File: src/rtl/mul_div_unit_if.sv
// Request/result bundle for mul_div_unit; the master side issues operations, the slave side executes them.
// Handshake: a request (mult_ctrl or div_ctrl) is taken on the rising edge where busy is low; results on hi/lo are valid from the mult_end/div_end pulse until the next completion.
interface mul_div_unit_if #(
  parameter int WIDTH = 32
);
  logic             mult_ctrl;
  logic             div_ctrl;
  logic             signed_op;
  logic [WIDTH-1:0] a;
  logic [WIDTH-1:0] b;
  logic [WIDTH-1:0] hi;
  logic [WIDTH-1:0] lo;
  logic             mult_end;
  logic             div_end;
  logic             div_zero;
  logic             busy;
  logic [2:0]       state;

  modport master (
    output mult_ctrl, div_ctrl, signed_op, a, b,
    input  hi, lo, mult_end, div_end, div_zero, busy, state
  );

  modport slave (
    input  mult_ctrl, div_ctrl, signed_op, a, b,
    output hi, lo, mult_end, div_end, div_zero, busy, state
  );
endinterface

File: src/rtl/mul_div_unit.sv
// Iterative shift-add multiplier / restoring divider, one bit per cycle on operand magnitudes.
// Define DIV_ZERO_TRAP_EN to finish a divide by zero immediately with div_zero instead of running it.
module mul_div_unit #(
  parameter int WIDTH = 32
) (
  input logic         clock,
  input logic         reset,
  mul_div_unit_if.slave bus
);

  typedef enum logic [2:0] {
    IDLE = 3'd0,
    MULT = 3'd1,
    DIV  = 3'd2,
    FIX  = 3'd3,
    DONE = 3'd4
  } state_t;

  localparam logic [WIDTH-1:0] LAST = WIDTH'(WIDTH - 1);

  state_t             state, state_next;
  logic [WIDTH-1:0]   count;
  logic [WIDTH-1:0]   op_b;
  logic [WIDTH-1:0]   acc_hi, acc_lo;
  logic [WIDTH-1:0]   hi_q, lo_q;
  logic               is_div, neg_res, neg_rem, zero_div;

  logic               start_mult, start_div;
  logic               a_neg, b_neg, b_zero;
  logic [WIDTH-1:0]   mag_a, mag_b;
  logic [WIDTH:0]     mult_sum;
  logic [WIDTH:0]     div_shift;
  logic [WIDTH-1:0]   div_rem;
  logic               q_bit;
  logic [2*WIDTH-1:0] prod, prod_fix;
  logic [WIDTH-1:0]   fix_hi, fix_lo;

  // Multiply wins when both requests arrive together.
  assign start_mult = (state == IDLE) && bus.mult_ctrl;
  assign start_div  = (state == IDLE) && !bus.mult_ctrl && bus.div_ctrl;

  assign a_neg  = bus.signed_op & bus.a[WIDTH-1];
  assign b_neg  = bus.signed_op & bus.b[WIDTH-1];
  assign mag_a  = a_neg ? -bus.a : bus.a;
  assign mag_b  = b_neg ? -bus.b : bus.b;
  assign b_zero = (bus.b == '0);

  // acc_lo holds the multiplier bits (multiply) or the dividend/quotient bits (divide).
  assign mult_sum  = {1'b0, acc_hi} + (acc_lo[0] ? {1'b0, op_b} : {(WIDTH+1){1'b0}});
  assign div_shift = {acc_hi, acc_lo[WIDTH-1]};
  assign div_rem   = div_shift[WIDTH-1:0] - op_b;
  assign q_bit     = (div_shift >= {1'b0, op_b});

  assign prod     = {acc_hi, acc_lo};
  assign prod_fix = neg_res ? -prod : prod;

  always_comb begin
    fix_hi = prod_fix[2*WIDTH-1:WIDTH];
    fix_lo = prod_fix[WIDTH-1:0];
    if (is_div) begin
      fix_lo = neg_res ? -acc_lo : acc_lo;
      fix_hi = neg_rem ? -acc_hi : acc_hi;
      if (zero_div) fix_lo = '1;
    end
  end

  always_ff @(posedge clock) begin
    if (reset) state <= IDLE;
    else       state <= state_next;
  end

  always_comb begin
    state_next = state;
    case (state)
      IDLE: begin
        if (start_mult) state_next = MULT;
        else if (start_div) begin
`ifdef DIV_ZERO_TRAP_EN
          state_next = b_zero ? DONE : DIV;
`else
          state_next = DIV;
`endif
        end
      end
      MULT, DIV: if (count == LAST) state_next = FIX;
      FIX:       state_next = DONE;
      DONE:      state_next = IDLE;
      default:   state_next = IDLE;
    endcase
  end

  always_ff @(posedge clock) begin
    if (reset) begin
      count    <= '0;
      op_b     <= '0;
      acc_hi   <= '0;
      acc_lo   <= '0;
      hi_q     <= '0;
      lo_q     <= '0;
      is_div   <= 1'b0;
      neg_res  <= 1'b0;
      neg_rem  <= 1'b0;
      zero_div <= 1'b0;
    end else begin
      case (state)
        IDLE: begin
          if (start_mult || start_div) begin
            is_div   <= start_div;
            count    <= '0;
            acc_hi   <= '0;
            acc_lo   <= start_mult ? mag_b : mag_a;
            op_b     <= start_mult ? mag_a : mag_b;
            neg_res  <= a_neg ^ b_neg;
            neg_rem  <= a_neg;
            zero_div <= start_div && b_zero;
          end
        end
        MULT: begin
          acc_hi <= mult_sum[WIDTH:1];
          acc_lo <= {mult_sum[0], acc_lo[WIDTH-1:1]};
          count  <= count + 1'b1;
        end
        DIV: begin
          acc_hi <= q_bit ? div_rem : div_shift[WIDTH-1:0];
          acc_lo <= {acc_lo[WIDTH-2:0], q_bit};
          count  <= count + 1'b1;
        end
        FIX: begin
          hi_q <= fix_hi;
          lo_q <= fix_lo;
        end
        default: ;
      endcase
    end
  end

  always_comb begin
    bus.busy     = (state != IDLE);
    bus.mult_end = (state == DONE) && !is_div;
    bus.div_end  = (state == DONE) && is_div;
`ifdef DIV_ZERO_TRAP_EN
    bus.div_zero = (state == DONE) && is_div && zero_div;
`else
    bus.div_zero = 1'b0;
`endif
  end

  assign bus.hi    = hi_q;
  assign bus.lo    = lo_q;
  assign bus.state = state;

endmodule

File: src/flat_wrapper.sv
// flat-port wrapper written by rule: the top's interface ports become plain ports
module mul_div_unit_flat 
#(
  parameter int WIDTH = 32
)
  (clock, reset, bus_mult_ctrl, bus_div_ctrl, bus_signed_op, bus_a, bus_b, bus_hi, bus_lo, bus_mult_end, bus_div_end, bus_div_zero, bus_busy, bus_state);
  mul_div_unit_if #(.WIDTH(WIDTH)) bus_i ();
  input logic clock;
  input logic reset;
  input wire logic [$bits(bus_i.mult_ctrl)-1:0] bus_mult_ctrl;
  input wire logic [$bits(bus_i.div_ctrl)-1:0] bus_div_ctrl;
  input wire logic [$bits(bus_i.signed_op)-1:0] bus_signed_op;
  input wire logic [$bits(bus_i.a)-1:0] bus_a;
  input wire logic [$bits(bus_i.b)-1:0] bus_b;
  output wire logic [$bits(bus_i.hi)-1:0] bus_hi;
  output wire logic [$bits(bus_i.lo)-1:0] bus_lo;
  output wire logic [$bits(bus_i.mult_end)-1:0] bus_mult_end;
  output wire logic [$bits(bus_i.div_end)-1:0] bus_div_end;
  output wire logic [$bits(bus_i.div_zero)-1:0] bus_div_zero;
  output wire logic [$bits(bus_i.busy)-1:0] bus_busy;
  output wire logic [$bits(bus_i.state)-1:0] bus_state;
  assign bus_i.mult_ctrl = bus_mult_ctrl;
  assign bus_i.div_ctrl = bus_div_ctrl;
  assign bus_i.signed_op = bus_signed_op;
  assign bus_i.a = bus_a;
  assign bus_i.b = bus_b;
  assign bus_hi = bus_i.hi;
  assign bus_lo = bus_i.lo;
  assign bus_mult_end = bus_i.mult_end;
  assign bus_div_end = bus_i.div_end;
  assign bus_div_zero = bus_i.div_zero;
  assign bus_busy = bus_i.busy;
  assign bus_state = bus_i.state;
  mul_div_unit #(.WIDTH(WIDTH)) u_core (.clock(clock), .reset(reset), .bus(bus_i));
endmodule
File: config.mk
export PLATFORM = sky130hd
export DESIGN_NAME = mul_div_unit_flat
export DESIGN_NICKNAME = d
export VERILOG_FILES = /design/src/rtl/mul_div_unit_if.sv /design/src/rtl/mul_div_unit.sv /design/src/flat_wrapper.sv
export SDC_FILE = /design/constraint.sdc
export NUM_CORES = 1
export LEC_CHECK = 0
export BUFFER_PORTS_ARGS = -buffer_cell sky130_fd_sc_hd__buf_2
export CELL_PAD_IN_SITES_DETAIL_PLACEMENT = 0
export CELL_PAD_IN_SITES_GLOBAL_PLACEMENT = 1
export CORE_MARGIN = 2
export CORE_UTILIZATION = 49
export CTS_BUF_LIST = sky130_fd_sc_hd__clkbuf_4
export CTS_CLUSTER_DIAMETER = 50
export DETAILED_ROUTE_END_ITERATION = 10
export GPL_TIMING_DRIVEN = 0
export PLACE_DENSITY = 0.93
export SYNTH_ARGS = -nofsm -noshare
export SYNTH_HDL_FRONTEND = slang
export SYNTH_SLANG_ARGS = --single-unit
File: constraint.sdc
create_clock -name clock -period 5.4 [get_ports clock]
set_input_delay 1.08 -clock clock [delete_from_list [all_inputs] [get_ports clock]]
set_output_delay 1.08 -clock clock [all_outputs]
set_load 0.01 [all_outputs]
After elaboration in Yosys (flattened, before gate mapping). Cells that the tools add are included.

Register bits after elaboration: 199. Input bits: 69. Output and inout port bits: 71.

Add/subtract/negate cells: 8. $lt $le $gt $ge: 1. Equality and inequality tests: 8. Muxes and demuxes: 21. Bitwise logic cells: 3. Reductions and logical operators: 19.

Operators with widths (number): $mux 32 (13); $pmux 32 s3 (2); $neg 32->32 (4); $mux 64 (1); $neg 64->64 (1); $pmux 32 s2 (1); $add 32x33->33 (1); $ge 33x32->1 (1); $add 32x1->32 const B (1); $eq 32x5->1 const B (1); $logic_not 32->1 (1); $sub 32x32->32 (1); $mux 3 (3); $pmux 3 s3 (1); $reduce_and 2->1 (4); $eq 3x2->1 const B (2); $logic_and 1x1->1 (6); $reduce_bool 3->1 (2); $eq 3x1->1 const B (1); $eq 3x3->1 const B (1); $logic_not 3->1 (1); $ne 3x1->1 const B (1); $and 1x1->1 (2); $logic_not 1->1 (2); 6 further kinds (6).

Logic depth before layout (Yosys ltp). Gate-level depths: netlist of run 1.

Depth after elaboration: 6. Gate-level depth with buffers: 14. Gate-level depth less buffers: 13.

Worst setup path before layout of run 1. Ideal clock, no wire load.

Kind: input port to flip-flop. Start point: in bus_mult_ctrl. End point: reg u_core.count[31]. Setup time: 0.071 ns. Arrival time: 3.223 ns. Data required time: 5.329 ns. Slack: 2.107 ns. Stages on the path: 9. Path buffers: 1. Cells stage by stage: clkbuf_1 -> nor2_1 -> a21o_1 -> or4_1 -> nor2_1 -> and4_1 -> nand2b_1 -> or3_1 -> a21oi_1.

Word-level cells in the longest chain between the ends: 6. Elaborated cells on any way between the ends: 7. Those cells by class: 1 x eq/ne; 6 x reduce/logical.

Ends and longest elaborated chain: start: declaration (line flat_wrapper.sv:10) `input wire logic [$bits(bus_i.mult_ctrl)-1:0] bus_mult_ctrl;`; $logic_not 1->1 (line mul_div_unit.sv:40) `assign start_div = (state == IDLE) && !bus.mult_ctrl && bus.div_ctrl;`; $logic_and 1x1->1 (2 in series) (line mul_div_unit.sv:40); $logic_or 1x1->1 (*) (line mul_div_unit.sv:107) `if (start_mult || start_div) begin`; $ne 2x2->1 (no source line) (*); $reduce_and 2->1 (no source line) (*); end signal: assignment (line mul_div_unit.sv:121) `count <= count + 1'b1;`; end signal: assignment (line mul_div_unit.sv:126) `count <= count + 1'b1;`; end: declaration (line mul_div_unit.sv:22) `logic [WIDTH-1:0] count;`.

Mark *: on every way between the ends. The rest lies on a longest branch, timed or not. A chain may end at the register's enable or synchronous reset.

Final worst setup path of run 1.
Start point: reg u_core.acc_lo[0]. End point: reg u_core.acc_hi[26].

Word-level cells in the longest chain between the ends: 3.

Ends and longest elaborated chain: start: declaration (line mul_div_unit.sv:24) `logic [WIDTH-1:0] acc_hi, acc_lo;`; start signal: assignment (line mul_div_unit.sv:111) `acc_lo <= start_mult ? mag_b : mag_a;`; start signal: assignment (line mul_div_unit.sv:120) `acc_lo <= {mult_sum[0], acc_lo[WIDTH-1:1]};`; start signal: assignment (line mul_div_unit.sv:125) `acc_lo <= {acc_lo[WIDTH-2:0], q_bit};`; $mux 32 (line mul_div_unit.sv:49) `assign mult_sum = {1'b0, acc_hi} + (acc_lo[0] ? {1'b0, op_b} : {(WIDTH+1){1'b0}});`; $add 32x33->33 (line mul_div_unit.sv:49); $pmux 32 s3 (line mul_div_unit.sv:105) `case (state)`; end signal: assignment (line mul_div_unit.sv:119) `acc_hi <= mult_sum[WIDTH:1];`; end signal: assignment (line mul_div_unit.sv:124) `acc_hi <= q_bit ? div_rem : div_shift[WIDTH-1:0];`; end: declaration (line mul_div_unit.sv:24).

No other way between the ends.

==> results.sh, run 1 <==
export IMPL_insertion_delay_ns=0.65
export IMPL_tightestPinTransition_ns=0.964
export IMPL_relSlewSlack_pct=35.2
export IMPL_cts_buffer_depth=2
export IMPL_gp_congestion=1.01
export IMPL_synth_compound_area_share_pct=27.8
export IMPL_hold_buffers=0
export IMPL_hold_class="register to register"
export IMPL_setup_ws_ns=1.02
export IMPL_power_switching_w=0.00554
export IMPL_core_um2=30400
export IMPL_clock_skew_ns=0.0276
export IMPL_placement_io_buffers=135
export IMPL_syn_inst=2022
export IMPL_post_cts_resized=0
export IMPL_yosysUniqueCellTypes=79
export IMPL_finalCriticalPeriod_ns=4.38
export IMPL_ant_nets=0
export IMPL_io_pins=140
export IMPL_clock_power_share_pct=9.1
export IMPL_drive_above_1_share_pct=9.68
export IMPL_crit_fanout=10
export IMPL_min_from="u_core.bus.hi[12]$_SDFFE_PP0P_"
export IMPL_syn_nets=2162
export IMPL_power_density_nw_per_um2=612
export IMPL_drt_iter0_drc=1761
export IMPL_stdcell_count=2586
export IMPL_wl_um=58500
export IMPL_hold_viol_final=0
export IMPL_crit_start="u_core.acc_lo[0]$_SDFFE_PP0P_"
export IMPL_synthAdderAreaFrac_pct=6.01
export IMPL_ys_ff_latch=199
export IMPL_synth_top_area_share_pct=26.5
export IMPL_synth_xor_area_share_pct=11.1
export IMPL_synthArstFlopShare_pct=0
export IMPL_postCtsSetupRepairBufs=0
export IMPL_cts_made_buffers=17
export IMPL_netlist_area_um2=15000
export IMPL_dr_pass1_iters=9
export IMPL_synthFlopType="dfxtp_1"
export IMPL_synth_largest_area_cell="dfxtp_1"
export IMPL_crit_type="register to register"
export IMPL_critPathRequiredTime_ns=5.92
export IMPL_synth_avg_cell_area_um2=7.44
export IMPL_fin_nets=2316
export IMPL_peakVddDrop_mv=0.327
export IMPL_finalPower_w=0.0101
export IMPL_grt_setup_unrepaired="false"
export IMPL_synthMuxAreaShare_pct=1.66
export IMPL_cap_viol_max_count=0
export IMPL_grt_max_degree=22
export IMPL_power_internal_w=0.00458
export IMPL_die_area_um2=32100
export IMPL_netSwitchingFraction_pct=54.7
export IMPL_grt_pass1_wl_um=88300
export IMPL_vias=16481
export IMPL_cts_root_buf="clkbuf_4"
export IMPL_grt_overflow=0
export IMPL_rows=64
export IMPL_p_seq_share_pct=22.9
export IMPL_total_leakage_power_nw=6.57
export IMPL_r2r_start="u_core.acc_lo[0]$_SDFFE_PP0P_"
export IMPL_setup_worst_path_end_class="register"
export IMPL_die_x_um=179
export IMPL_cp_data_arrival_time_ns=4.90
export IMPL_drv_slew=0
export IMPL_syn_to_final_growth_pct=9.95
export IMPL_dp_hpwl_um=46400
export IMPL_status="finished clean"
export IMPL_ys_top_cells_by_area="dfxtp_1, a21oi_1, xor2_1, nor2_1, ha_1"
export IMPL_wl_per_cell_um=22.6
export IMPL_fin_util_pct=54.4
export IMPL_grt_use_total_pct=36.0
export IMPL_cts_tree="built"
export IMPL_cp_start_kind="register"
export IMPL_placed_cells=2553
export IMPL_synth_edf_count=0
export IMPL_synth_top_family_by_area="compound AO/OA/AOI/OAI gates"
export IMPL_pwr_share_comb_pct=68.0
export IMPL_yosys_warnings=0
export IMPL_cts_sinks=199
export IMPL_finalSetupViolations=0
export IMPL_vias_per_cell=6.37
export IMPL_route_detailed_drc=0
export IMPL_clk_pin_slew_ns=0.19
export IMPL_grt_antenna_before_repair=1
export IMPL_min_period_over_period_pct=81.2
export IMPL_yosys_area_share_simple_pct=21.7
export IMPL_grt_pass1_vias=15389
export IMPL_synth_seq_area_share_pct=26.5
export IMPL_die_h_um=179
export IMPL_pre_cts_ws_ns=1.19
export IMPL_start_util_pct=49.4
export IMPL_fill_cells=3045
export IMPL_fin_tns_setup_ns=0
export IMPL_fmax_ghz=0.228
export IMPL_htreeDepth=4
-- cell usage after synthesis, types with 11 or more instances --
cell type / count
or4_1: 12
nand2_1: 189
a31oi_1: 28
a221oi_1: 30
nor2_1: 235
a21o_1: 20
nand4_1: 22
a211oi_1: 31
o41ai_1: 13
a222oi_1: 15
a221o_1: 17
xor2_1: 107
ha_1: 69
nor3_1: 39
nand3_1: 36
o31ai_1: 28
o211ai_1: 22
o21bai_1: 11
inv_1: 64
o21ai_0: 145
a21oi_1: 207
mux2_2: 16
dfxtp_1: 199
clkbuf_1: 124
nor4_1: 27
xnor2_1: 84
and2_1: 24
and3_1: 17
or3_1: 25
nand2b_1: 13
-- sequential cells by signal, summed over array words and instances, names as in the netlist --
name / cells
u_core.acc_hi: 32
u_core.acc_lo: 32
u_core.bus.hi: 32
u_core.bus.lo: 32
u_core.bus.state: 3
u_core.count: 32
u_core.is_div: 1
u_core.neg_rem: 1
u_core.neg_res: 1
u_core.op_b: 32
u_core.zero_div: 1
-- cells by family (layout without fill, tap and decap cells) --
family / Yosys count / count (layout)
xor gates and xnor gates: 191 / 191
and+or+nand+nor: 683 / 683
buffers and inverters: 203 / 370
AOI/OAI and AO/OA: 651 / 651
other: 1 / 2
adders and majority gates: 71 / 71
muxes: 23 / 23
DFF: 199 / 199
-- worst max-delay path, stage by stage, from the launching register on --
cell	delay [ns]
dfxtp_1	0.50
clkinv_1	0.41
clkbuf_1	0.41
nor2_1	0.21
ha_1	0.19
nand2_1	0.08
o31ai_1	0.71
o2111ai_1	0.34
a21o_1	0.30
a31oi_1	0.31
a21boi_1	0.18
o31a_1	0.33
mux2i_1	0.18
a31oi_1	0.10
-- per-stage QoR --
step,area (um2),hold WS (ns)
after detailed placement,16200,0.441
after CTS,16500,0.461
final,16500,0.459
after global routing,16500,0.488
after global placement,16200,0.439
after floorplan,15000,0.432
-- power by group through the flow --
stage | combinational, W | sequential, W | clock, W
CTS | 0.00669 | 0.00229 | 0.000916
detailed placement | 0.00663 | 0.00232 | 0
global route | 0.00743 | 0.00234 | 0.000966
finish | 0.00688 | 0.00231 | 0.000923
global placement | 0.00661 | 0.00232 | 0
floorplan | 0.00479 | 0.00217 | 0
-- layout make-up --
class | instances | area (um2) | share of cell area [%]
tap | 396 | 495 | 3.00
inverter | 65 | 244 | 1.48
timing repair buffer | 135 | 676 | 4.09
clock inverter | 15 | 195 | 1.18
antenna | 1 | 2.50 | 0.0151
multi-input combinational | 1620 | 10300 | 62.1
buffer | 138 | 544 | 3.29
sequential | 199 | 3980 | 24.1
clock buffer | 17 | 128 | 0.772
-- worst paths after layout --
kind | endpoint | slack (ns) | cells past startpoint
worst max-delay path | u_core.acc_hi[26]$_SDFFE_PP0P_ | 1.02 | 13
worst max register to register | u_core.acc_hi[26]$_SDFFE_PP0P_ | 1.02 | 13
worst min-delay path | u_core.bus.hi[12]$_SDFFE_PP0P_ | 0.46 | 2
worst min register to register | u_core.bus.hi[12]$_SDFFE_PP0P_ | 0.46 | 2
-- cell usage in the layout (no fill, tap or decap), types with 15 or more instances in the layout --
master    instances
and2_1           24
a21o_1           20
nand2_1         189
o31ai_1          28
a221oi_1         30
nor3_1           39
a31oi_1          28
nand4_1          22
clkbuf_4         17
ha_1             69
a21oi_1         207
inv_1            64
or3_1            25
nor4_1           27
a211oi_1         31
and3_1           17
clkbuf_1        124
nand3_1          36
o211ai_1         22
mux2_2           16
a222oi_1         15
buf_2           141
xnor2_1          84
a221o_1          17
o21ai_0         145
nor2_1          235
xor2_1          107
dfxtp_1         199
-- layer usage --
layer	global-route usage, %	vias to the layer above	share of wire [%]
met5	0	-	0
met4	19.3	0	5.8
met3	6.00	191	7.6
met2	58.8	767	46
met1	45.3	7822	41
li1	-	7701	-
Power figures use the tool's default switching activity.
==> run 2: changes to the inputs <==
--- a/config.mk
+++ b/config.mk
@@ -9,12 +9,12 @@
 export CELL_PAD_IN_SITES_DETAIL_PLACEMENT = 0
 export CELL_PAD_IN_SITES_GLOBAL_PLACEMENT = 1
 export CORE_MARGIN = 2
-export CORE_UTILIZATION = 49
+export CORE_UTILIZATION = 41
 export CTS_BUF_LIST = sky130_fd_sc_hd__clkbuf_4
 export CTS_CLUSTER_DIAMETER = 50
 export DETAILED_ROUTE_END_ITERATION = 10
 export GPL_TIMING_DRIVEN = 0
-export PLACE_DENSITY = 0.93
+export PLACE_DENSITY = 0.84
 export SYNTH_ARGS = -nofsm -noshare
 export SYNTH_HDL_FRONTEND = slang
 export SYNTH_SLANG_ARGS = --single-unit
==> constraint.sdc (replaced) <==
create_clock -name clock -period 3.8 [get_ports clock]
set_input_delay 0.76 -clock clock [delete_from_list [all_inputs] [get_ports clock]]
set_output_delay 0.76 -clock clock [all_outputs]
set_load 0.01 [all_outputs]
==> run 2 against run 1 <==
Hold slack got worse by 0.062 ns. Final cell count grew 2.6%. Register-to-register slack got worse by 0.90 ns. Combinational power grew 47%. Setup slack got worse by 0.90 ns. Fmax is 19% higher. Largest power group unchanged. Critical path depth is the same. Utilization decreased by 8.4 points. Wire length up 4.8%.
==> results.sh, run 2 (synthesis results as in run 1) <==
export IMPL_cp_slowest_cell="a222oi_1"
export IMPL_dpl_cell_area_um2=16300
export IMPL_core_um2=36300
export IMPL_drt_iter0_drc=1423
export IMPL_fmax_ghz=0.271
export IMPL_grt_max_degree=19
export IMPL_placement_io_buffers=135
export IMPL_fill_cells=3756
export IMPL_grt_pass1_vias=15361
export IMPL_clk_pin_slew_ns=0.19
export IMPL_finalCriticalPeriod_ns=3.68
export IMPL_tightestPinTransition_ns=0.941
export IMPL_wl_um=61300
export IMPL_drv_slew=0
export IMPL_max_stage_delay_ns=0.39
export IMPL_die_x_um=196
export IMPL_status="finished clean"
export IMPL_critPathRequiredTime_ns=4.36
export IMPL_stdcell_area_um2=16700
export IMPL_crit_fanout=10
export IMPL_syn_to_final_growth_pct=11.0
export IMPL_die_area_um2=38200
export IMPL_clock_skew_ns=0.0315
export IMPL_r2r_end="u_core.acc_hi[11]$_SDFFE_PP0P_"
export IMPL_insertion_delay_ns=0.68
export IMPL_cts_buffer_depth=2
export IMPL_drive_above_1_share_pct=11.0
export IMPL_io_pins=140
export IMPL_power_density_nw_per_um2=876
export IMPL_dp_hpwl_um=48400
export IMPL_timing_critical_path_depth=13
export IMPL_grt_use_total_pct=31.4
export IMPL_relSlewSlack_pct=37.2
export IMPL_grt_pass1_wl_um=91600
export IMPL_rows=70
export IMPL_crit_family="simple AND/OR/NAND/NOR gates"
export IMPL_path_buf_inv=3
export IMPL_r2r_start="u_core.op_b[14]$_SDFFE_PP0P_"
export IMPL_cp_data_arrival_time_ns=4.24
export IMPL_grt_overflow=0
export IMPL_cts_sinks=199
export IMPL_ant_nets=0
export IMPL_grt_setup_unrepaired="false"
export IMPL_vias=16391
export IMPL_cts_made_buffers=17
export IMPL_reg2reg_depth=13
export IMPL_cts_root_buf="clkbuf_4"
export IMPL_cap_viol_max_count=0
export IMPL_htreeDepth=4
export IMPL_finalSetupViolations=0
export IMPL_start_util_pct=41.4
export IMPL_layout_commonest_cell="nor2_1"
export IMPL_dr_pass1_iters=6
export IMPL_gp_congestion=0.999
export IMPL_route_detailed_drc=0
export IMPL_cts_tree="built"
export IMPL_crit_type="register to register"
export IMPL_total_leakage_power_nw=6.59
export IMPL_fin_nets=2312
export IMPL_critPathMostFrequentCell="and2_1"
export IMPL_vias_per_cell=6.18
export IMPL_grt_antenna_before_repair=2
export IMPL_fin_tns_setup_ns=0
export IMPL_rrSetupSlack_ns=0.12
export IMPL_path_cells="inv_1 > ha_1 > clkbuf_1 > and4_1 > and2_1 > and2_1 > o311ai_1 > nand3_1 > a41o_2 > buf_4 > mux2_2 > a222oi_1 > nor2_1"
export IMPL_layout_common_cells="nor2_1, a21oi_1, dfxtp_1, nand2_1, o21ai_0"
export IMPL_hold_buffers=0
export IMPL_setup_worst_path_end_class="register"
export IMPL_min_period_over_period_pct=96.9
export IMPL_hold_viol_final=0
export IMPL_cp_start_kind="register"
export IMPL_wl_per_cell_um=23.1
export IMPL_crit_start="u_core.op_b[14]$_SDFFE_PP0P_"
export IMPL_hold_class="input port to register"
export IMPL_die_h_um=196
export IMPL_peakVddDrop_mv=0.361
export IMPL_crit_end="u_core.acc_hi[11]$_SDFFE_PP0P_"
==> run 2: worst register-to-register path, stage by stage, from the launching register on <==
cell and delay (ns):
dfxtp_1 0.38, inv_1 0.13, ha_1 0.30, clkbuf_1 0.31
and4_1 0.28, and2_1 0.16, and2_1 0.18, o311ai_1 0.15
nand3_1 0.24, a41o_2 0.34, buf_4 0.26, mux2_2 0.37
a222oi_1 0.39, nor2_1 0.08
==> run 2: timing repair <==
item                                    4_1_cts  5_1_grt
endpoints found under the setup margin       24       21
setup buffers                                 0        2
gates resized for setup                      12       28
pin swaps                                     0        1
==> run 2: report_power, final <==
part | internal (W) | total (W) | leakage [nW] | switching, W
Clock | 0.000361 | 0.00121 | 0.151 | 0.000852
Sequential | 0.00260 | 0.00334 | 1.63 | 0.000742
Combinational | 0.00364 | 0.0101 | 4.82 | 0.00644
Total | 0.00660 | 0.0146 | 6.59 | 0.00803
==> run 2: worst min-delay path by stage <==
stage | from | end | slack, ns | depth (start not counted)
6_report | bus_div_ctrl | u_core.zero_div$_SDFFE_PP0P_ | 0.40 | 3
5_1_grt | bus_div_ctrl | u_core.zero_div$_SDFFE_PP0P_ | 0.41 | 3
4_1_cts | bus_div_ctrl | u_core.zero_div$_SDFFE_PP0P_ | 0.39 | 3
3_5_place_dp | u_core.op_b[8]$_SDFFE_PP0P_ | u_core.op_b[8]$_SDFFE_PP0P_ | 0.45 | 2
3_3_place_gp | u_core.bus.hi[2]$_SDFFE_PP0P_ | u_core.bus.hi[2]$_SDFFE_PP0P_ | 0.44 | 2
2_1_floorplan | u_core.op_b[15]$_SDFFE_PP0P_ | u_core.op_b[15]$_SDFFE_PP0P_ | 0.43 | 2
==> run 2: through the flow <==
| step | hold WS, ns | cells | power [W] | setup slack (ns) | util [%] |
|---|---|---|---|---|---|
| after detailed placement | 0.450 | 2625 | 0.0129 | -0.432 | 44.9 |
| after floorplan | 0.432 | 2022 | 0.00989 | 0.708 | - |
| after global routing | 0.406 | 2654 | 0.0156 | 0.00358 | 45.9 |
| final | 0.397 | 2654 | 0.0146 | 0.116 | 45.9 |
| after global placement | 0.440 | 2625 | 0.0129 | -0.459 | 44.9 |
| after CTS | 0.386 | 2655 | 0.0142 | -0.0769 | 45.7 |
==> run 2: metal layers <==
metal / track usage [%] / routed length (um)
met2: 50.8 / 27600
met5: 0 / 11
met3: 4.68 / 4360
met1: 41.0 / 26300
met4: 15.7 / 3110
==> run 2: cell type report <==
class / count / area, um2 / area share [%]
repair buffers: 137 / 691 / 4.14
diodes: 1 / 2.50 / 0.0150
plain buffers: 132 / 529 / 3.17
well taps: 468 / 586 / 3.51
multi-input cells: 1620 / 10400 / 62.1
flip-flops and latches: 199 / 3990 / 23.9
clock buffers: 19 / 143 / 0.854
clock inverters: 13 / 139 / 0.832
inverters: 65 / 246 / 1.48
==> run 3: changes to the inputs <==
--- a/config.mk
+++ b/config.mk
@@ -6,15 +6,13 @@
 export NUM_CORES = 1
 export LEC_CHECK = 0
 export BUFFER_PORTS_ARGS = -buffer_cell sky130_fd_sc_hd__buf_2
-export CELL_PAD_IN_SITES_DETAIL_PLACEMENT = 0
-export CELL_PAD_IN_SITES_GLOBAL_PLACEMENT = 1
 export CORE_MARGIN = 2
-export CORE_UTILIZATION = 41
+export CORE_UTILIZATION = 35
 export CTS_BUF_LIST = sky130_fd_sc_hd__clkbuf_4
 export CTS_CLUSTER_DIAMETER = 50
 export DETAILED_ROUTE_END_ITERATION = 10
 export GPL_TIMING_DRIVEN = 0
-export PLACE_DENSITY = 0.84
+export PLACE_DENSITY = 0.57
 export SYNTH_ARGS = -nofsm -noshare
 export SYNTH_HDL_FRONTEND = slang
 export SYNTH_SLANG_ARGS = --single-unit
==> constraint.sdc (replaced) <==
create_clock -name clock -period 4.1 [get_ports clock]
set_input_delay 0.82 -clock clock [delete_from_list [all_inputs] [get_ports clock]]
set_output_delay 0.82 -clock clock [all_outputs]
set_load 0.01 [all_outputs]
==> run 3 against run 2 <==
Die area increased by 17%. Largest power group unchanged. Flip-flop and latch count stayed put. Clock skew rose by 0.0043 ns. Sequential share of layout area decreased by 0.12 points. Global-route usage fell by 4.0 points. Clock-buffer cell count fell by 1. Final area increased by 0.43%. Critical path type unchanged.
==> results.sh, run 3 (synthesis results as in run 1) <==
export IMPL_drt_iter0_drc=1726
export IMPL_insertion_delay_ns=0.69
export IMPL_dp_hpwl_um=49800
export IMPL_grt_overflow=0
export IMPL_path_cells="clkinvlp_4 > clkbuf_2 > nor2_1 > ha_1 > a21oi_1 > nand2b_1 > or2_2 > a31oi_2 > o21ai_0 > nor2_2 > o211ai_1 > a211oi_1 > nor4_1"
export IMPL_placed_cells=2696
export IMPL_finalCriticalPeriod_ns=3.90
export IMPL_grt_setup_unrepaired="false"
export IMPL_relSlewSlack_pct=41.4
export IMPL_grt_pass1_wl_um=92800
export IMPL_die_area_um2=44700
export IMPL_layout_commonest_cell="nor2_1"
export IMPL_grt_max_degree=20
export IMPL_power_density_nw_per_um2=822
export IMPL_syn_to_final_growth_pct=11.5
export IMPL_peakVddDrop_mv=0.345
export IMPL_finalPower_w=0.0138
export IMPL_crit_type="register to register"
export IMPL_status="finished clean"
export IMPL_clk_pin_slew_ns=0.19
export IMPL_grt_use_total_pct=27.4
export IMPL_vias_per_cell=6.00
export IMPL_placement_io_buffers=135
export IMPL_hold_viol_final=0
export IMPL_die_x_um=211
export IMPL_route_detailed_drc=0
export IMPL_grt_antenna_before_repair=4
export IMPL_wl_per_cell_um=22.8
export IMPL_gp_congestion=1.01
export IMPL_drv_slew=0
export IMPL_clock_skew_ns=0.0359
export IMPL_dr_pass1_iters=9
export IMPL_cp_data_arrival_time_ns=4.49
export IMPL_cts_root_buf="clkbuf_4"
export IMPL_grt_pass1_vias=15454
export IMPL_htreeDepth=4
export IMPL_core_um2=42200
export IMPL_finalSetupViolations=0
export IMPL_setup_worst_path_end_class="register"
export IMPL_cap_viol_max_count=0
export IMPL_hold_buffers=0
export IMPL_drive_above_1_share_pct=10.4
export IMPL_wl_um=62200
export IMPL_rows=75
export IMPL_cts_sinks=199
export IMPL_start_util_pct=35.6
export IMPL_layout_common_cells="nor2_1, a21oi_1, dfxtp_1, nand2_1, o21ai_0"
export IMPL_max_stage_delay_ns=0.53
export IMPL_fmax_ghz=0.256
export IMPL_total_leakage_power_nw=6.58
export IMPL_stdcell_count=2729
export IMPL_crit_fanout=10
export IMPL_die_h_um=211
export IMPL_cts_tree="built"
export IMPL_vias=16364
export IMPL_ant_nets=0
export IMPL_hold_class="input port to register"
export IMPL_critPathRequiredTime_ns=4.69
export IMPL_cts_made_buffers=17
export IMPL_io_pins=140
export IMPL_min_period_over_period_pct=95.1
export IMPL_cp_start_kind="register"
export IMPL_cp_slowest_cell="dfxtp_1"
export IMPL_fill_cells=4533
export IMPL_tightestPinTransition_ns=0.872
export IMPL_fin_nets=2314
export IMPL_cts_buffer_depth=2
[run 3: cell types whose count changed in the layout (fill, tap and decap cells not counted), sizes merged]
cell,previous run,this run
buf,152,150
bufinv,1,2
clkbuf,136,139
clkinv,6,4
clkinvlp,1,2
diode,1,3
inv,70,71
[run 3: layout make-up]
class	instances	area (um2)	share of cell area, %
inverters	65	248	1.48
flip-flops and latches	199	3990	23.8
multi-input cells	1620	10300	61.5
diodes	3	7.51	0.0448
clock buffers	18	135	0.806
plain buffers	135	538	3.21
well taps	539	674	4.02
repair buffers	136	683	4.07
clock inverters	14	181	1.08
[run 3: repair_timing]
action	CTS	global route
resized for setup	6	13
gates cloned	0	0
setup buffers	0	1
setup endpoints to repair	15	23
pin swaps	0	1
[run 3: path summary, 6_finish.rpt]
check,from,depth (start not counted),slack [ns],to
min,bus_b[0],3,0.45,u_core.op_b[0]$_SDFFE_PP0P_
max,u_core.acc_lo[0]$_SDFFE_PP0P_,13,0.20,u_core.acc_hi[31]$_SDFFE_PP0P_
max reg2reg,u_core.acc_lo[0]$_SDFFE_PP0P_,13,0.20,u_core.acc_hi[31]$_SDFFE_PP0P_
min reg2reg,u_core.bus.hi[20]$_SDFFE_PP0P_,2,0.46,u_core.bus.hi[20]$_SDFFE_PP0P_
[run 3: through the flow]
| stage | hold slack, ns | setup WS (ns) | cell area [um2] | setup TNS (ns) | util, % |
|---|---|---|---|---|---|
| final | 0.452 | 0.199 | 16800 | 0 | 39.7 |
| after CTS | 0.429 | 0.0108 | 16700 | 0 | 39.6 |
| after floorplan | 0.432 | 1.01 | 15000 | 0 | - |
| after global placement | 0.441 | -0.200 | 16400 | -1.46 | 38.8 |
| after detailed placement | 0.443 | -0.194 | 16400 | -1.45 | 38.8 |
| after global routing | 0.437 | 0.0385 | 16800 | 0 | 39.7 |
[run 3: report_power, final]
part | switching, W | leakage [nW] | internal, W
Sequential | 0.000632 | 1.62 | 0.00241
Combinational | 0.00620 | 4.79 | 0.00332
Clock | 0.000823 | 0.167 | 0.000397
[run 3: routing by layer]
metal | part of all wire, % | up-vias | wire length, um | global-route usage [%]
met5 | 0.021 | - | 13 | 0
met4 | 4.6 | 2 | 2850 | 12.7
met3 | 7.3 | 145 | 4510 | 4.14
met2 | 46 | 766 | 28400 | 44.5
met1 | 43 | 7752 | 26400 | 35.8
li1 | - | 7699 | - | -
[run 3: worst max-delay path: cells and delay by family (launching register included)]
family	cells	cell delay (ns)
buffers and inverters	2	0.67
DFF	1	0.53
AOI/OAI and AO/OA	5	1.39
and+or+nand+nor	5	0.95
adders and majority gates	1	0.27
